File: src/rtl/bus_cycle_ctl_if.sv
// Signal bundle between the 6502 bus cycle controller and the CPU/decoder/config side.
// The controller owns phi2 and the RAM strobes; everything else is driven toward it.
interface bus_cycle_ctl_if #(
   parameter int unsigned WS_W = 3
);
   logic            rw;
   logic            ram_cs;
   logic            sid_cs;
   logic            via1_cs;
   logic            via2_cs;
   logic            uart_cs;
   logic            bifrost_cs;
   logic            cfg_we;
   logic [2:0]      cfg_sel;
   logic [WS_W-1:0] cfg_ws;
   logic            phi2;
   logic            ram_oe_n;
   logic            ram_we_n;
   logic            cycle_start;
   logic            stretched;

   modport master (
      input  rw, ram_cs, sid_cs, via1_cs, via2_cs, uart_cs, bifrost_cs,
      input  cfg_we, cfg_sel, cfg_ws,
      output phi2, ram_oe_n, ram_we_n, cycle_start, stretched
   );

   modport slave (
      output rw, ram_cs, sid_cs, via1_cs, via2_cs, uart_cs, bifrost_cs,
      output cfg_we, cfg_sel, cfg_ws,
      input  phi2, ram_oe_n, ram_we_n, cycle_start, stretched
   );
endinterface

File: src/rtl/bus_cycle_ctl.sv
// 6502 bus cycle controller: derives phi2 from the system clock, samples chip selects
// once per cycle and stretches phi2-high by a per-device wait-state count.
module bus_cycle_ctl #(
   parameter int unsigned DIV  = 4,
   parameter int unsigned WS_W = 3
) (
   input logic             clock,
   input logic             reset_n,
   bus_cycle_ctl_if.master bus
);
   localparam int unsigned   CW       = $clog2(DIV);
   localparam logic [CW-1:0] CNT_LAST = CW'(DIV - 1);

   typedef enum logic [1:0] {PH1, PH2, STRETCH} state_t;
   typedef enum logic [2:0] {
      DEV_RAM, DEV_SID, DEV_VIA1, DEV_VIA2, DEV_UART, DEV_BIFROST, DEV_NONE = 3'd7
   } dev_t;

   state_t          state;
   logic [CW-1:0]   cnt;
   dev_t            sel_q;
   logic            rw_q;
   logic [WS_W-1:0] wait_q;
   logic [WS_W-1:0] ws_tab [6];

   dev_t            sel_now;
   logic [WS_W-1:0] ws_now;
   logic            cnt_last;
   logic            sample;
   logic            leave_hi;
   logic            hi_d;
   dev_t            sel_d;
   logic            rw_d;

   always_comb begin
      sel_now = DEV_NONE;
      if (!bus.bifrost_cs)   sel_now = DEV_BIFROST;
      else if (!bus.uart_cs) sel_now = DEV_UART;
      else if (!bus.via2_cs) sel_now = DEV_VIA2;
      else if (!bus.via1_cs) sel_now = DEV_VIA1;
      else if (!bus.sid_cs)  sel_now = DEV_SID;
      else if (!bus.ram_cs)  sel_now = DEV_RAM;
   end

   always_comb begin
      ws_now = '0;
      if (sel_now != DEV_NONE) ws_now = ws_tab[sel_now];
   end

   // Strobes and phi2 are registered from the values the next state will hold,
   // so they change on the same edge as the state transition.
   always_comb begin
      cnt_last = (cnt == CNT_LAST);
      sample   = (state == PH1) && cnt_last;
      leave_hi = cnt_last && (((state == PH2) && (wait_q == '0)) ||
                              ((state == STRETCH) && (wait_q == WS_W'(1))));
      hi_d     = sample || ((state != PH1) && !leave_hi);
      sel_d    = sample ? sel_now : sel_q;
      rw_d     = sample ? bus.rw  : rw_q;
   end

   always_ff @(posedge clock or negedge reset_n) begin
      if (!reset_n) begin
         state           <= PH1;
         cnt             <= '0;
         sel_q           <= DEV_NONE;
         rw_q            <= 1'b1;
         wait_q          <= '0;
         bus.phi2        <= 1'b0;
         bus.ram_oe_n    <= 1'b1;
         bus.ram_we_n    <= 1'b1;
         bus.cycle_start <= 1'b0;
         bus.stretched   <= 1'b0;
      end else begin
         cnt             <= cnt_last ? '0 : cnt + CW'(1);
         sel_q           <= sel_d;
         rw_q            <= rw_d;
         bus.phi2        <= hi_d;
         bus.ram_oe_n    <= !(hi_d && (sel_d == DEV_RAM) && rw_d);
         bus.ram_we_n    <= !(hi_d && (sel_d == DEV_RAM) && !rw_d);
         bus.cycle_start <= (state == PH1) && (cnt == '0);
         if (cnt_last) begin
            unique case (state)
               PH1: begin
                  state  <= PH2;
                  wait_q <= ws_now;
               end
               PH2: begin
                  if (wait_q == '0) begin
                     state <= PH1;
                  end else begin
                     state         <= STRETCH;
                     bus.stretched <= 1'b1;
                  end
               end
               STRETCH: begin
                  wait_q <= wait_q - WS_W'(1);
                  if (wait_q == WS_W'(1)) begin
                     state         <= PH1;
                     bus.stretched <= 1'b0;
                  end
               end
               default: state <= PH1;
            endcase
         end
      end
   end

   always_ff @(posedge clock or negedge reset_n) begin
      if (!reset_n) begin
         ws_tab[0] <= '0;
         ws_tab[1] <= WS_W'(1);
         ws_tab[2] <= '0;
         ws_tab[3] <= '0;
         ws_tab[4] <= WS_W'(2);
         ws_tab[5] <= '0;
      end else if (bus.cfg_we && (bus.cfg_sel <= 3'd5)) begin
         ws_tab[bus.cfg_sel] <= bus.cfg_ws;
      end
   end
endmodule

File: src/flat_wrapper.sv
// flat-port wrapper written by rule: the top's interface ports become plain ports
module bus_cycle_ctl_flat 
#(
   parameter int unsigned DIV  = 4,
   parameter int unsigned WS_W = 3
)
  (clock, reset_n, bus_rw, bus_ram_cs, bus_sid_cs, bus_via1_cs, bus_via2_cs, bus_uart_cs, bus_bifrost_cs, bus_cfg_we, bus_cfg_sel, bus_cfg_ws, bus_phi2, bus_ram_oe_n, bus_ram_we_n, bus_cycle_start, bus_stretched);
  bus_cycle_ctl_if #(.WS_W(WS_W)) bus_i ();
  input logic clock;
  input logic reset_n;
  input wire logic [$bits(bus_i.rw)-1:0] bus_rw;
  input wire logic [$bits(bus_i.ram_cs)-1:0] bus_ram_cs;
  input wire logic [$bits(bus_i.sid_cs)-1:0] bus_sid_cs;
  input wire logic [$bits(bus_i.via1_cs)-1:0] bus_via1_cs;
  input wire logic [$bits(bus_i.via2_cs)-1:0] bus_via2_cs;
  input wire logic [$bits(bus_i.uart_cs)-1:0] bus_uart_cs;
  input wire logic [$bits(bus_i.bifrost_cs)-1:0] bus_bifrost_cs;
  input wire logic [$bits(bus_i.cfg_we)-1:0] bus_cfg_we;
  input wire logic [$bits(bus_i.cfg_sel)-1:0] bus_cfg_sel;
  input wire logic [$bits(bus_i.cfg_ws)-1:0] bus_cfg_ws;
  output wire logic [$bits(bus_i.phi2)-1:0] bus_phi2;
  output wire logic [$bits(bus_i.ram_oe_n)-1:0] bus_ram_oe_n;
  output wire logic [$bits(bus_i.ram_we_n)-1:0] bus_ram_we_n;
  output wire logic [$bits(bus_i.cycle_start)-1:0] bus_cycle_start;
  output wire logic [$bits(bus_i.stretched)-1:0] bus_stretched;
  assign bus_i.rw = bus_rw;
  assign bus_i.ram_cs = bus_ram_cs;
  assign bus_i.sid_cs = bus_sid_cs;
  assign bus_i.via1_cs = bus_via1_cs;
  assign bus_i.via2_cs = bus_via2_cs;
  assign bus_i.uart_cs = bus_uart_cs;
  assign bus_i.bifrost_cs = bus_bifrost_cs;
  assign bus_i.cfg_we = bus_cfg_we;
  assign bus_i.cfg_sel = bus_cfg_sel;
  assign bus_i.cfg_ws = bus_cfg_ws;
  assign bus_phi2 = bus_i.phi2;
  assign bus_ram_oe_n = bus_i.ram_oe_n;
  assign bus_ram_we_n = bus_i.ram_we_n;
  assign bus_cycle_start = bus_i.cycle_start;
  assign bus_stretched = bus_i.stretched;
  bus_cycle_ctl #(.DIV(DIV), .WS_W(WS_W)) u_core (.clock(clock), .reset_n(reset_n), .bus(bus_i));
endmodule
File: config.mk
export PLATFORM = sky130hd
export DESIGN_NAME = bus_cycle_ctl_flat
export DESIGN_NICKNAME = d
export VERILOG_FILES = /design/src/rtl/bus_cycle_ctl_if.sv /design/src/rtl/bus_cycle_ctl.sv /design/src/flat_wrapper.sv
export SDC_FILE = /design/constraint.sdc
export NUM_CORES = 1
export LEC_CHECK = 0
export ABC_AREA = 1
export BUFFER_PORTS_ARGS = -buffer_cell sky130_fd_sc_hd__buf_2
export CAP_MARGIN = 25
export CORE_MARGIN = 1.5
export CORE_UTILIZATION = 57
export CTS_CLUSTER_DIAMETER = 40
export DETAILED_ROUTE_END_ITERATION = 7
export GPL_ROUTABILITY_DRIVEN = 0
export GPL_TIMING_DRIVEN = 0
export PLACE_DENSITY = 0.74
export SYNTH_ARGS = -nofsm -noshare
export SYNTH_HDL_FRONTEND = slang
export SYNTH_SLANG_ARGS = --single-unit
File: constraint.sdc
create_clock -name clock -period 1.75 [get_ports clock]
set_clock_uncertainty 0.1 [all_clocks]
set_input_delay 0.35 -clock clock [delete_from_list [all_inputs] [get_ports clock]]
set_output_delay 0.35 -clock clock [all_outputs]
set_load 0.05 [all_outputs]
# After elaboration in Yosys (flattened, before gate mapping)
# Cells that the tools add are included.
# op_classes
n_eq_ne	7
n_bitwise	2
magnitude_cmp	4
reduce_logical	27
addsub	2
mux	23
# ops
op	n
two-way mux 3 bit	11
bitwise mux 18 bit	1
logical AND 1 bit	11
binary-select mux 3 bit (select 3 bit)	1
demux 3 bit (select 3 bit)	1
>= comparator 4 bit, second input constant	2
inverter 3 -> 4 bit	2
logical NOT 3 bit	2
two-way mux 2 bit	3
one-hot mux 2 bit (3 select lines)	1
one-hot mux 3 bit (2 select lines)	1
nonzero test 2 bit	3
equality test 2 bit, second input constant	2
logical NOT 1 bit	4
logical NOT 2 bit	2
less-than comparator 4 x 1 -> 1 bit, second input constant	1
!= test 2 bit, second input constant	2
AND reduction 2 bit	2
AND reduction 4 bit	1
equality test 3 x 1 -> 1 bit, second input constant	1
less-or-equal comparator 3 bit, second input constant	1
two-way mux 1 bit	3
!= test 3 bit, second input constant	1
subtractor 3 x 1 -> 3 bit, second input constant	1
4 further kinds	5
# totals
output_inout_bits	5
regBits	34

# Logic depth before layout (Yosys ltp)
# Gate-level depths: netlist (run 1).
# depth
ltp_word	12
ltp_mapped	14

# Worst setup path before layout (run 1)
# No wires, ideal clock.
# synth_timing
path_type	input port to flip-flop
startpoint	in bus_ram_cs
endpoint	reg u_core.wait_q[0]
cell_stages	13
path_buffers	1
setup_slack_ns	0.406
arrival_ns	1.128
cell_sequence	inv_1 > nand2_1 > nand2_1 > nand2_2 > nand2_4 > nand2_4 > buf_6 > nor2_1 > nor2_1 > nor2_1 > nand2_1 > nand2_1 > nand2_1
# synth_between
elab_chain_cells	12
word_cells_on_any_way	13
classes_between	eq/ne: 1; mux: 11; bitwise: 1
# synth_lines
item	line	source
start: declaration	flat_wrapper.sv:12	input wire logic [$bits(bus_i.ram_cs)-1:0] bus_ram_cs;
two-way mux 3 bit (*)	bus_cycle_ctl.sv:42	else if (!bus.ram_cs) sel_now = DEV_RAM;
two-way mux 3 bit (*)	bus_cycle_ctl.sv:41	else if (!bus.sid_cs) sel_now = DEV_SID;
two-way mux 3 bit (*)	bus_cycle_ctl.sv:40	else if (!bus.via1_cs) sel_now = DEV_VIA1;
two-way mux 3 bit (*)	bus_cycle_ctl.sv:39	else if (!bus.via2_cs) sel_now = DEV_VIA2;
two-way mux 3 bit (*)	bus_cycle_ctl.sv:38	else if (!bus.uart_cs) sel_now = DEV_UART;
two-way mux 3 bit (*)	bus_cycle_ctl.sv:37	if (!bus.bifrost_cs) sel_now = DEV_BIFROST;
inverter 3 -> 4 bit (implied by the code)	bus_cycle_ctl.sv:47	if (sel_now != DEV_NONE) ws_now = ws_tab[sel_now];
binary-select mux 3 bit (select 3 bit)	bus_cycle_ctl.sv:47	
two-way mux 3 bit (implied by the code) (2 in a row)	bus_cycle_ctl.sv:47	
two-way mux 3 bit (*)	bus_cycle_ctl.sv:47	
one-hot mux 3 bit (2 select lines) (*)	bus_cycle_ctl.sv:83	unique case (state)
end signal: assignment	bus_cycle_ctl.sv:86	wait_q <= ws_now;
end signal: assignment	bus_cycle_ctl.sv:97	wait_q <= wait_q - WS_W'(1);
end: declaration	bus_cycle_ctl.sv:23	logic [WS_W-1:0] wait_q;
# Every way passes the cells marked *; elsewhere a longest branch is shown, timed or not. The select of a mux whose other input is x is not followed.
# A chain may end at the register's enable or synchronous reset.

# Worst setup path in the final report (run 1)
# layout_timing
startpoint	reg u_core.cnt[0]
endpoint	reg u_core.bus.ram_we_n
# layout_between
word_cells_on_any_way	13
classes_between	eq/ne: 1; mux: 2; reduce/logical: 10
# layout_rtl
item	line	source
start: declaration	bus_cycle_ctl.sv:20	logic [CW-1:0] cnt;
start signal: assignment	bus_cycle_ctl.sv:75	cnt <= cnt_last ? '0 : cnt + CW'(1);
equality test 2 bit	bus_cycle_ctl.sv:53	cnt_last = (cnt == CNT_LAST);
logical AND 1 bit	bus_cycle_ctl.sv:54	sample = (state == PH1) && cnt_last;
two-way mux 3 bit	bus_cycle_ctl.sv:58	sel_d = sample ? sel_now : sel_q;
via u_core.sel_d[2]	bus_cycle_ctl.sv:32	dev_t sel_d;
logical NOT 3 bit	bus_cycle_ctl.sv:80	bus.ram_we_n <= !(hi_d && (sel_d == DEV_RAM) && !rw_d);
logical AND 1 bit (2 in a row)	bus_cycle_ctl.sv:80	
logical NOT 1 bit	bus_cycle_ctl.sv:80	
end signal: assignment	bus_cycle_ctl.sv:80	
end: declaration	bus_cycle_ctl_if.sv:25	output phi2, ram_oe_n, ram_we_n, cycle_start, stretched
# The timed path passes the listed nets, and every way through them passes these cells.

==> flow_summary.rst, run 1 <==
.. list-table::
   :header-rows: 1

   * - Metric
     - Value
   * - Outcome
     - complete, no violations
   * - TNS Setup
     - 0 ps
   * - Register bit total from synthesis
     - 34
   * - Area of all sequential standard cells
     - 861 um^2
   * - Synth Warn #
     - 0
   * - Startpoint types
     - flip-flop
   * - Max-slew violation total from the final report
     - 0
   * - Transition time at the pin with the least slew margin
     - 713 ps
   * - Number of inserted diodes
     - 0
   * - Fraction of power consumed by the clock network
     - 0.236
   * - Number of placed instances with taps included
     - 275
   * - TritonCTS clock tree
     - done
   * - Via count of the routed design
     - 1471
   * - Critical path cell sequence
     - ha_1 > clkbuf_2 > nand3_2 > nand2_1 > o21ai_1 > nor2_1 > nand4_1
   * - Vias in the first global route
     - 1449
   * - # fillers
     - 257
   * - Clock edge transition at the registers on the reported setup and hold paths
     - 100 ps
   * - Slowest CP cell
     - dfrtp_1
   * - Compound-gate portion of the synthesized area
     - 0.0964
   * - Hold Crit Start
     - bus_rw
   * - Combinational family with the most area after synthesis
     - simple AND/OR/NAND/NOR gates
   * - Drt drc
     - 0
   * - Ratio of cells with drive above 1 in the final layout
     - 0.174
   * - Crit. End Element
     - flip-flop
   * - Final setup violation count
     - 0
   * - Post-Synthesis Mean Instance Area
     - 7.79 um^2
   * - Number of I/O pins
     - 21
   * - Fin crit period
     - 1560 ps
   * - Worst min path class
     - in -> reg
   * - Post-route standard cell area excluding fillers
     - 0.00198 mm^2
   * - CTS Sinks
     - 34
   * - Worst Setup SP
     - u_core.cnt[0]
   * - Netlist cell types
     - 23
   * - Maximum clock rate
     - 0.642 GHz
   * - Routed length per placed instance
     - 11.7 um
   * - Static leakage power
     - 1.08 nW
   * - Max-cap viol count
     - 0
   * - Ratio of routed vias to standard cells
     - 5.18
   * - Footprint of the multi-input gates
     - 714 um^2
   * - Number of cells on the worst hold path
     - 3
   * - Leading cell types in the layout, fill and taps excluded
     - nand2_1 (68), inv_1 (41), dfrtp_1 (26)
   * - Required time reported for the critical path endpoint
     - 1900 ps
   * - Xor/xnor share of the synthesized area
     - 0.00500
   * - Height of the die
     - 58.5 um
   * - Total global routing overflow
     - 0
   * - Worst reg2reg setup slack
     - 190 ps
   * - Number of antenna-violating nets in the routed design
     - 0
   * - Cell Area, Synth
     - 0.00175 mm^2
   * - Number of design-rule violations left by the first detailed-router iteration
     - 61
   * - Data arrival time at the worst-slack endpoint
     - 1710 ps
   * - Switch share
     - 0.353
   * - Net switching power
     - 883 uW
   * - Final number of hold-violating endpoints
     - 0
   * - Count of mapped cells out of synthesis
     - 225
   * - Most common library cell in the layout ignoring fill and taps
     - nand2_1
   * - Slowest cell delay on critical path
     - 380 ps
   * - Worst ir drop on vdd
     - 0.660 mV
   * - Largest fanout on the critical path
     - 10
   * - Worst-Skew Late Latency
     - 340 ps
   * - Worst flop-to-flop path startpoint
     - u_core.cnt[0]
   * - Internal Power
     - 1.62 mW
   * - Post-cts gate resize count
     - 0
   * - Overall track demand over capacity in global routing
     - 0.230
   * - Total iterations of the first detailed-routing run
     - 4
   * - Post-CTS setup buffers
     - 0
   * - Layout Area Growth over Synthesis
     - 13.1%
   * - Worst r2r dst
     - u_core.bus.ram_we_n
   * - Fin crit share
     - 0.890
   * - Global-route wire length before repair
     - 5840 um
   * - Core outline area
     - 0.00283 mm^2
   * - Sequential group share of total power
     - 0.464
   * - Final cell count without fillers
     - 284
   * - Detailed placement HPWL
     - 2480 um
   * - Combinational Power Share
     - 0.300
   * - Utilization after layout
     - 0.701
   * - Max transition margin
     - 0.525
   * - Synth Area in Simple Gates
     - 0.271
   * - CTS max path bufs
     - 2
   * - Setup repair after global routing missed its margin
     - no
   * - Layout Nets
     - 273
   * - Number of levels the H-tree was split into
     - 2
   * - Chip width
     - 58.5 um
   * - Post-synthesis sequential area ratio
     - 0.491
   * - Post-synthesis mux area share
     - 0
   * - Number of buffer cells added on primary ports
     - 19
   * - Category of the most critical setup path
     - reg -> reg
   * - Cell area power density
     - 1260 mW/mm^2
   * - Initial Util
     - 0.620
   * - Synthesized netlist net count
     - 246
   * - Area of placed instances
     - 0.00189 mm^2
   * - Buffer type at the clock tree root
     - clkbuf_4
   * - Number of standard-cell rows in the floorplan
     - 19
   * - End point of the worst hold path
     - u_core.rw_q
   * - Maximum number of pins on one net before global-route repair
     - 35
   * - Sum of routed wire length over all layers
     - 3310 um
   * - Initial antenna violation count
     - 0
   * - Total die area
     - 0.00342 mm^2
   * - Post-Synth Adder-Cell Area
     - 0.0357
   * - Inserted Clock Buffers
     - 5
   * - Logic depth of the worst register-to-register path
     - 7
## area by class of cell
| class | instances | share of cell area |
|---|---|---|
| clock inverters | 1 | 0.0152 |
| plain buffers | 3 | 0.0120 |
| inverters | 41 | 0.0777 |
| repair buffers | 20 | 0.0530 |
| well taps | 31 | 0.0196 |
| multi-input cells | 147 | 0.360 |
| flip-flops and latches | 34 | 0.434 |
| clock buffers | 7 | 0.0278 |
## registers in the layout, indices dropped and copies added, names as in the netlist
| signal | flops |
|---|---|
| u_core.bus.ram_we_n | 1 |
| u_core.state | 2 |
| u_core.cnt | 2 |
| u_core.bus.cycle_start | 1 |
| u_core.ws_tab | 18 |
| u_core.wait_q | 3 |
| u_core.rw_q | 1 |
| u_core.sel_q | 3 |
| u_core.bus.ram_oe_n | 1 |
| u_core.bus.phi2 | 1 |
| u_core.bus.stretched | 1 |
## worst max-delay path: cells and delay by family, from the launching register on
kind	cells	cell delay [ps]
AO/OA/AOI/OAI	1	80
adder cells (fa/ha/maj)	1	150
buffers and inverters	1	190
flip-flops	1	380
AND/OR/NAND/NOR	4	590
## cell usage after synthesis
library cell / count / area share
nand2_1: 68 / 0.15
inv_1: 41 / 0.088
dfrtp_1: 26 / 0.37
o21ai_0: 22 / 0.063
nor2_1: 17 / 0.036
nand3_1: 13 / 0.037
dfstp_2: 8 / 0.12
ha_1: 5 / 0.036
a21oi_1: 4 / 0.011
nand4_1: 3 / 0.011
o21ai_1: 3 / 0.0086
a21boi_0: 2 / 0.0086
nand2_2: 2 / 0.0071
nand2_4: 2 / 0.013
buf_4: 1 / 0.0043
buf_6: 1 / 0.0064
clkbuf_2: 1 / 0.0029
nand3_2: 1 / 0.0057
nand3b_1: 1 / 0.0043
nor2_4: 1 / 0.0064
nor3b_1: 1 / 0.0043
o21ai_2: 1 / 0.0050
xnor2_1: 1 / 0.0050
## how the worst max path moves through the flow
stage                     endpoint  slack, ps  cells after the start
2_1_floorplan     u_core.wait_q[0]        410                     13
3_5_place_dp      u_core.wait_q[2]        170                     14
3_3_place_gp      u_core.wait_q[2]        220                     14
5_1_grt        u_core.bus.ram_we_n         10                      7
6_report       u_core.bus.ram_we_n        190                      7
4_1_cts               bus_ram_we_n        180                      1
## repair_timing
| item | 4_1_cts | 5_1_grt |
|---|---|---|
| hold buffers | 1 | 0 |
| setup endpoints to repair | 0 | 0 |
| hold endpoints to repair | 26 | 0 |
## stage by stage
step / worst slack [ps] / power (mW) / hold slack, ps
after floorplan: 406 / 1.72 / -45.6
after global placement: 218 / 1.88 / 332
after detailed placement: 175 / 1.92 / 347
after CTS: 175 / 2.52 / 206
after global routing: 11.0 / 2.69 / 257
final: 192 / 2.50 / 224
## layer usage
| metal | track usage | share of wire |
|---|---|---|
| met3 | 0.0505 | 0.035 |
| met2 | 0.411 | 0.51 |
| met4 | 0.146 | 0.030 |
| met1 | 0.243 | 0.43 |
| met5 | 0 | 0 |
## power groups by stage
stage | Clock (mW) | Combinational, mW | Sequential, mW
after global routing | 0.640 | 0.866 | 1.18
after detailed placement | 0 | 0.748 | 1.17
after CTS | 0.606 | 0.757 | 1.16
final | 0.591 | 0.752 | 1.16
after global placement | 0 | 0.711 | 1.16
after floorplan | 0 | 0.453 | 1.27
## logic make-up after synthesis
| kind of cell | after synthesis |
|---|---|
| xor+xnor | 1 |
| compound gates | 32 |
| buf+inv | 44 |
| simple gates | 109 |
| flops | 34 |
| fa+ha+maj | 5 |
No activity file was read; power rests on OpenSTA's default activity.
==> inputs of run 2 (changes only) <==
--- a/config.mk
+++ b/config.mk
@@ -16,2 +16,3 @@
 export GPL_TIMING_DRIVEN = 0
+export HOLD_SLACK_MARGIN = 0.05
 export PLACE_DENSITY = 0.74
==> constraint.sdc (replaced) <==
create_clock -name clock -period 1.75 [get_ports clock]
set_clock_uncertainty 0.1 [all_clocks]
set_input_delay 0.175 -clock clock [delete_from_list [all_inputs] [get_ports clock]]
set_output_delay 0.175 -clock clock [all_outputs]
set_load 0.05 [all_outputs]
==> flow_summary.rst, run 2 (synthesized netlist as in run 1, its figures left out) <==
.. list-table::
   :header-rows: 1

   * - Metric
     - Value
   * - Fin crit share
     - 0.890 (about the same)
   * - TritonCTS clock tree
     - done (unchanged)
   * - TNS Setup
     - 0 ps (unchanged)
   * - Global-route wire length before repair
     - 5840 um (unchanged)
   * - CTS Sinks
     - 34 (unchanged)
   * - Max transition margin
     - 0.524 (was 0.525)
   * - Static leakage power
     - 1.08 nW (about the same)
   * - Total global routing overflow
     - 0 (unchanged)
   * - Core outline area
     - 0.00283 mm^2 (unchanged)
   * - Via count of the routed design
     - 1477 (was 1471)
   * - Initial Util
     - 0.620 (unchanged)
   * - Number of standard-cell rows in the floorplan
     - 19 (unchanged)
   * - Biggest regs
     - u_core.ws_tab (18), u_core.sel_q (3), u_core.wait_q (3) (unchanged)
   * - Sum of routed wire length over all layers
     - 3320 um (was 3310 um)
   * - Inserted Clock Buffers
     - 5 (unchanged)
   * - Ratio of cells with drive above 1 in the final layout
     - 0.173 (was 0.174)
   * - Number of inserted diodes
     - 0 (unchanged)
   * - Biggest register
     - u_core.ws_tab (unchanged)
   * - Final number of hold-violating endpoints
     - 0 (unchanged)
   * - Number of levels the H-tree was split into
     - 2 (unchanged)
   * - Post-route standard cell area excluding fillers
     - 0.00199 mm^2 (was 0.00198 mm^2)
   * - Fin crit period
     - 1560 ps (about the same)
   * - Maximum clock rate
     - 0.642 GHz (about the same)
   * - Startpoint types
     - flip-flop (unchanged)
   * - Overall power of the completed layout
     - 2.51 mW (was 2.50 mW)
   * - Final setup violation count
     - 0 (unchanged)
   * - CTS max path bufs
     - 2 (unchanged)
   * - Layout Area Growth over Synthesis
     - 13.6% (was 13.1%)
   * - Setup repair after global routing missed its margin
     - no (unchanged)
   * - Number of antenna-violating nets in the routed design
     - 0 (unchanged)
   * - Transition time at the pin with the least slew margin
     - 714 ps (was 713 ps)
   * - Buffer type at the clock tree root
     - clkbuf_4 (unchanged)
   * - Largest fanout on the critical path
     - 10 (unchanged)
   * - Data arrival time at the worst-slack endpoint
     - 1710 ps (about the same)
   * - Total iterations of the first detailed-routing run
     - 4 (unchanged)
   * - Category of the most critical setup path
     - reg -> reg (unchanged)
   * - Outcome
     - complete, no violations (unchanged)
   * - Most common library cell in the layout ignoring fill and taps
     - nand2_1 (unchanged)
   * - Clock edge transition at the registers on the reported setup and hold paths
     - 100 ps (about the same)
   * - Detailed placement HPWL
     - 2480 um (unchanged)
   * - Number of design-rule violations left by the first detailed-router iteration
     - 61 (unchanged)
   * - Required time reported for the critical path endpoint
     - 1900 ps (about the same)
   * - Max-cap viol count
     - 0 (unchanged)
   * - Post-cts gate resize count
     - 0 (unchanged)
   * - Leading cell types in the layout, fill and taps excluded
     - nand2_1 (68), inv_1 (41), dfrtp_1 (26) (unchanged)
   * - Total die area
     - 0.00342 mm^2 (unchanged)
   * - Max FFs per register
     - 18 (unchanged)
   * - Vias in the first global route
     - 1449 (unchanged)
   * - Cell area power density
     - 1260 mW/mm^2 (about the same)
   * - Max-slew violation total from the final report
     - 0 (unchanged)
   * - Crit. End Element
     - flip-flop (unchanged)
   * - Height of the die
     - 58.5 um (unchanged)
   * - Worst min path class
     - in -> reg (unchanged)
   * - Worst ir drop on vdd
     - 0.661 mV (was 0.660 mV)
   * - Number of I/O pins
     - 21 (unchanged)
   * - Worst-Skew Late Latency
     - 340 ps (about the same)
   * - Routed length per placed instance
     - 11.6 um (was 11.7 um)
   * - Ratio of routed vias to standard cells
     - 5.18 (about the same)
   * - Layout Nets
     - 274 (was 273)
   * - Drt drc
     - 0 (unchanged)
   * - Hold bufs inserted after CTS
     - 2 (was 1)
   * - Initial antenna violation count
     - 0 (unchanged)
   * - Chip width
     - 58.5 um (unchanged)
   * - Overall track demand over capacity in global routing
     - 0.230 (unchanged)
   * - Post-CTS setup buffers
     - 0 (unchanged)
   * - Number of buffer cells added on primary ports
     - 19 (unchanged)
   * - Area of placed instances
     - 0.00189 mm^2 (unchanged)
   * - Maximum number of pins on one net before global-route repair
     - 35 (unchanged)
   * - Worst reg2reg setup slack
     - 190 ps (about the same)
==> run 2: worst max-delay path: stages (launching register included) <==
cell and delay (ps):
dfrtp_1 380, ha_1 150, clkbuf_2 190, nand3_2 190, nand2_1 120, o21ai_1 80
nor2_1 160, nand4_1 130
==> run 2: path summary, 6_finish.rpt <==
check | start | to | cells after the start
worst max-delay path | u_core.cnt[0] | u_core.bus.ram_we_n | 7
worst min-delay path | bus_cfg_ws[1] | u_core.ws_tab[4] | 3
worst max register to register | u_core.cnt[0] | u_core.bus.ram_we_n | 7
worst min register to register | u_core.cnt[0] | u_core.cnt[0] | 1
max in group asynchronous | reset_n | u_core.wait_q[0] | 2
min in group asynchronous | reset_n | u_core.ws_tab[16] | 2
==> run 2: layer usage <==
metal | vias up | GRT usage | part of all wire
met2 | 27 | 0.411 | 0.51
met5 | - | 0 | 0
met4 | 0 | 0.146 | 0.030
li1 | 750 | - | -
met3 | 9 | 0.0505 | 0.035
met1 | 691 | 0.243 | 0.43
==> run 2: cell type report <==
class / count / area (um^2)
sequential: 34 / 861
fill: 256 / 837
multi-input combinational: 147 / 714
inverter: 41 / 154
timing repair buffer: 21 / 115
clock buffer: 7 / 55.1
tap: 31 / 38.8
clock inverter: 1 / 30.0
buffer: 3 / 23.8
==> run 2: report_power, final <==
| group | switching (mW) | internal, mW |
|---|---|---|
| clock network | 0.250 | 0.341 |
| logic | 0.504 | 0.250 |
| registers | 0.130 | 1.03 |
| total | 0.884 | 1.62 |
==> run 2: per-stage QoR <==
stage | hold slack (ps) | setup slack, ps | std cells | util
after floorplan | -221 | 411 | 225 | -
after global placement | 157 | 266 | 275 | 0.667
after detailed placement | 172 | 213 | 275 | 0.667
after CTS | 76.7 | 189 | 285 | 0.704
after global routing | 82.1 | 11.0 | 285 | 0.704
final | 74.0 | 192 | 285 | 0.704
==> inputs of run 3 (changes only) <==
- CORE_UTILIZATION: 57 -> 60
- CTS_BUF_LIST: unset -> sky130_fd_sc_hd__clkbuf_8
- PLACE_DENSITY: 0.74 -> 0.78
==> flow_summary.rst, run 3 (synthesized netlist as in run 1, its figures left out) <==
.. list-table::
   :header-rows: 1

   * - Metric
     - Value
   * - Outcome
     - complete, no violations (unchanged)
   * - Global-route wire length before repair
     - 5260 um (was 5840 um)
   * - TritonCTS clock tree
     - done (unchanged)
   * - # fillers
     - 248 (was 256)
   * - Final setup violation count
     - 0 (unchanged)
   * - Number of placed instances with taps included
     - 275 (unchanged)
   * - Overall track demand over capacity in global routing
     - 0.216 (was 0.230)
   * - Number of buffer cells added on primary ports
     - 19 (unchanged)
   * - Height of the die
     - 57.1 um (was 58.5 um)
   * - Hold Crit Start
     - bus_rw (was bus_cfg_ws[1])
   * - Overall power of the completed layout
     - 2.58 mW (was 2.51 mW)
   * - Worst Setup SP
     - u_core.cnt[0] (unchanged)
   * - Number of levels the H-tree was split into
     - 2 (unchanged)
   * - Crit. End Element
     - flip-flop (unchanged)
   * - Number of inserted diodes
     - 0 (unchanged)
   * - Routed length per placed instance
     - 10.8 um (was 11.6 um)
   * - Fin crit share
     - 0.866 (was 0.890)
   * - Hold bufs inserted after CTS
     - 1 (was 2)
   * - Max-cap viol count
     - 0 (unchanged)
   * - Number of cells on the worst hold path
     - 3 (unchanged)
   * - Ratio of routed vias to standard cells
     - 4.94 (was 5.18)
   * - Worst min path class
     - in -> reg (unchanged)
   * - Area of placed instances
     - 0.00189 mm^2 (unchanged)
   * - Total iterations of the first detailed-routing run
     - 4 (unchanged)
   * - Setup repair after global routing missed its margin
     - no (unchanged)
   * - Total global routing overflow
     - 0 (unchanged)
   * - Vias in the first global route
     - 1275 (was 1449)
   * - Sum of routed wire length over all layers
     - 3060 um (was 3320 um)
   * - Number of antenna-violating nets in the routed design
     - 0 (unchanged)
   * - Inserted Clock Buffers
     - 5 (unchanged)
   * - Startpoint types
     - flip-flop (unchanged)
   * - Area of all sequential standard cells
     - 861 um^2 (unchanged)
   * - Maximum number of pins on one net before global-route repair
     - 35 (unchanged)
   * - Via count of the routed design
     - 1402 (was 1477)
   * - Worst flop-to-flop path startpoint
     - u_core.cnt[0] (unchanged)
   * - CTS max path bufs
     - 2 (unchanged)
   * - Required time reported for the critical path endpoint
     - 1850 ps (was 1900 ps)
   * - Drt drc
     - 0 (unchanged)
   * - Biggest register
     - u_core.ws_tab (unchanged)
   * - Data arrival time at the worst-slack endpoint
     - 1620 ps (was 1710 ps)
   * - TNS Setup
     - 0 ps (unchanged)
   * - Most common library cell in the layout ignoring fill and taps
     - nand2_1 (unchanged)
   * - Layout Nets
     - 273 (was 274)
   * - Logic depth of the worst register-to-register path
     - 7 (unchanged)
   * - Number of design-rule violations left by the first detailed-router iteration
     - 43 (was 61)
   * - Number of I/O pins
     - 21 (unchanged)
   * - Fin crit period
     - 1520 ps (was 1560 ps)
   * - Worst-Skew Late Latency
     - 280 ps (was 340 ps)
   * - Clock edge transition at the registers on the reported setup and hold paths
     - 60 ps (was 100 ps)
   * - Cell area power density
     - 1290 mW/mm^2 (was 1260 mW/mm^2)
   * - Max-slew violation total from the final report
     - 0 (unchanged)
   * - Initial Util
     - 0.636 (was 0.620)
   * - Min Hold Slack
     - 82.3 ps (was 74.0 ps)
   * - Detailed placement HPWL
     - 2270 um (was 2480 um)
   * - Max FFs per register
     - 18 (unchanged)
   * - Number of standard-cell rows in the floorplan
     - 19 (unchanged)
   * - Max transition margin
     - 0.512 (was 0.524)
   * - Category of the most critical setup path
     - reg -> reg (unchanged)
   * - Transition time at the pin with the least slew margin
     - 732 ps (was 714 ps)
   * - Total die area
     - 0.00325 mm^2 (was 0.00342 mm^2)
   * - Static leakage power
     - 1.09 nW (was 1.08 nW)
   * - Post-route standard cell area excluding fillers
     - 0.00200 mm^2 (was 0.00199 mm^2)
   * - Worst ir drop on vdd
     - 1.40 mV (was 0.661 mV)
   * - Post-cts gate resize count
     - 0 (unchanged)
   * - Footprint of the multi-input gates
     - 714 um^2 (unchanged)
   * - Layout Area Growth over Synthesis
     - 14.3% (was 13.6%)
   * - Largest fanout on the critical path
     - 10 (unchanged)
   * - Post-CTS setup buffers
     - 0 (unchanged)
   * - Initial antenna violation count
     - 0 (unchanged)
   * - CTS Sinks
     - 34 (unchanged)
   * - Leading cell types in the layout, fill and taps excluded
     - nand2_1 (68), inv_1 (43), dfrtp_1 (26) (was nand2_1 (68), inv_1 (41), dfrtp_1 (26))
   * - Ratio of cells with drive above 1 in the final layout
     - 0.170 (was 0.173)
   * - Maximum clock rate
     - 0.660 GHz (was 0.642 GHz)
   * - Buffer type at the clock tree root
     - clkbuf_8 (was clkbuf_4)
   * - Chip width
     - 57.1 um (was 58.5 um)
   * - Core outline area
     - 0.00276 mm^2 (was 0.00283 mm^2)
   * - Final cell count without fillers
     - 284 (was 285)
   * - Biggest regs
     - u_core.ws_tab (18), u_core.sel_q (3), u_core.wait_q (3) (unchanged)
   * - Final number of hold-violating endpoints
     - 0 (unchanged)
==> run 3: cell count changes in the layout (fill, tap and decap cells not counted), sizes merged <==
cell         before  now
clkbuf            8    6
dlygate4sd3       2    1
inv              41   43
==> run 3: critical path, stage by stage (launching register included) <==
cell and delay, ps:
dfrtp_1 370, ha_1 150, clkbuf_2 180, nand3_2 190
nand2_1 110, o21ai_1 90, nor2_1 140, nand4_1 100
==> run 3: report_power, final <==
group	internal (mW)	switching, mW	leakage [nW]	total, mW
sequential	1.03	0.129	0.404	1.16
clock	0.414	0.260	0.0607	0.673
combinational	0.247	0.492	0.630	0.740
total	1.70	0.881	1.09	2.58
==> run 3: through the flow <==
stage / util / setup slack (ps)
6_report: 0.726 / 234
5_1_grt: 0.726 / 57.7
4_1_cts: 0.726 / 232
3_5_place_dp: 0.684 / 235
3_3_place_gp: 0.684 / 242
2_1_floorplan: - / 411
==> run 3: cell type report <==
class | instances | share of cell area
Sequential cell | 34 | 0.430
Clock buffer | 5 | 0.0344
Multi-Input combinational cell | 147 | 0.357
Buffer | 3 | 0.0119
Inverter | 41 | 0.0768
Clock inverter | 3 | 0.0187
Timing Repair Buffer | 20 | 0.0525
Tap cell | 31 | 0.0194
==> run 3: final timing paths <==
| kind | slack [ps] | endpoint |
|---|---|---|
| setup / recovery | 230 | u_core.bus.ram_we_n |
| hold / removal | 80 | u_core.rw_q |
| setup reg to reg | 230 | u_core.bus.ram_we_n |
| hold reg to reg | 360 | u_core.cnt[0] |
| max in group asynchronous | 690 | u_core.ws_tab[8] |
| min in group asynchronous | 400 | u_core.ws_tab[2] |
==> run 3: routing by layer <==
layer / wire length, um / track usage / part of all wire
met1: 1430 / 0.249 / 0.47
met2: 1470 / 0.376 / 0.48
met3: 113 / 0.0703 / 0.037
met4: 43 / 0.0764 / 0.014
met5: 0 / 0 / 0
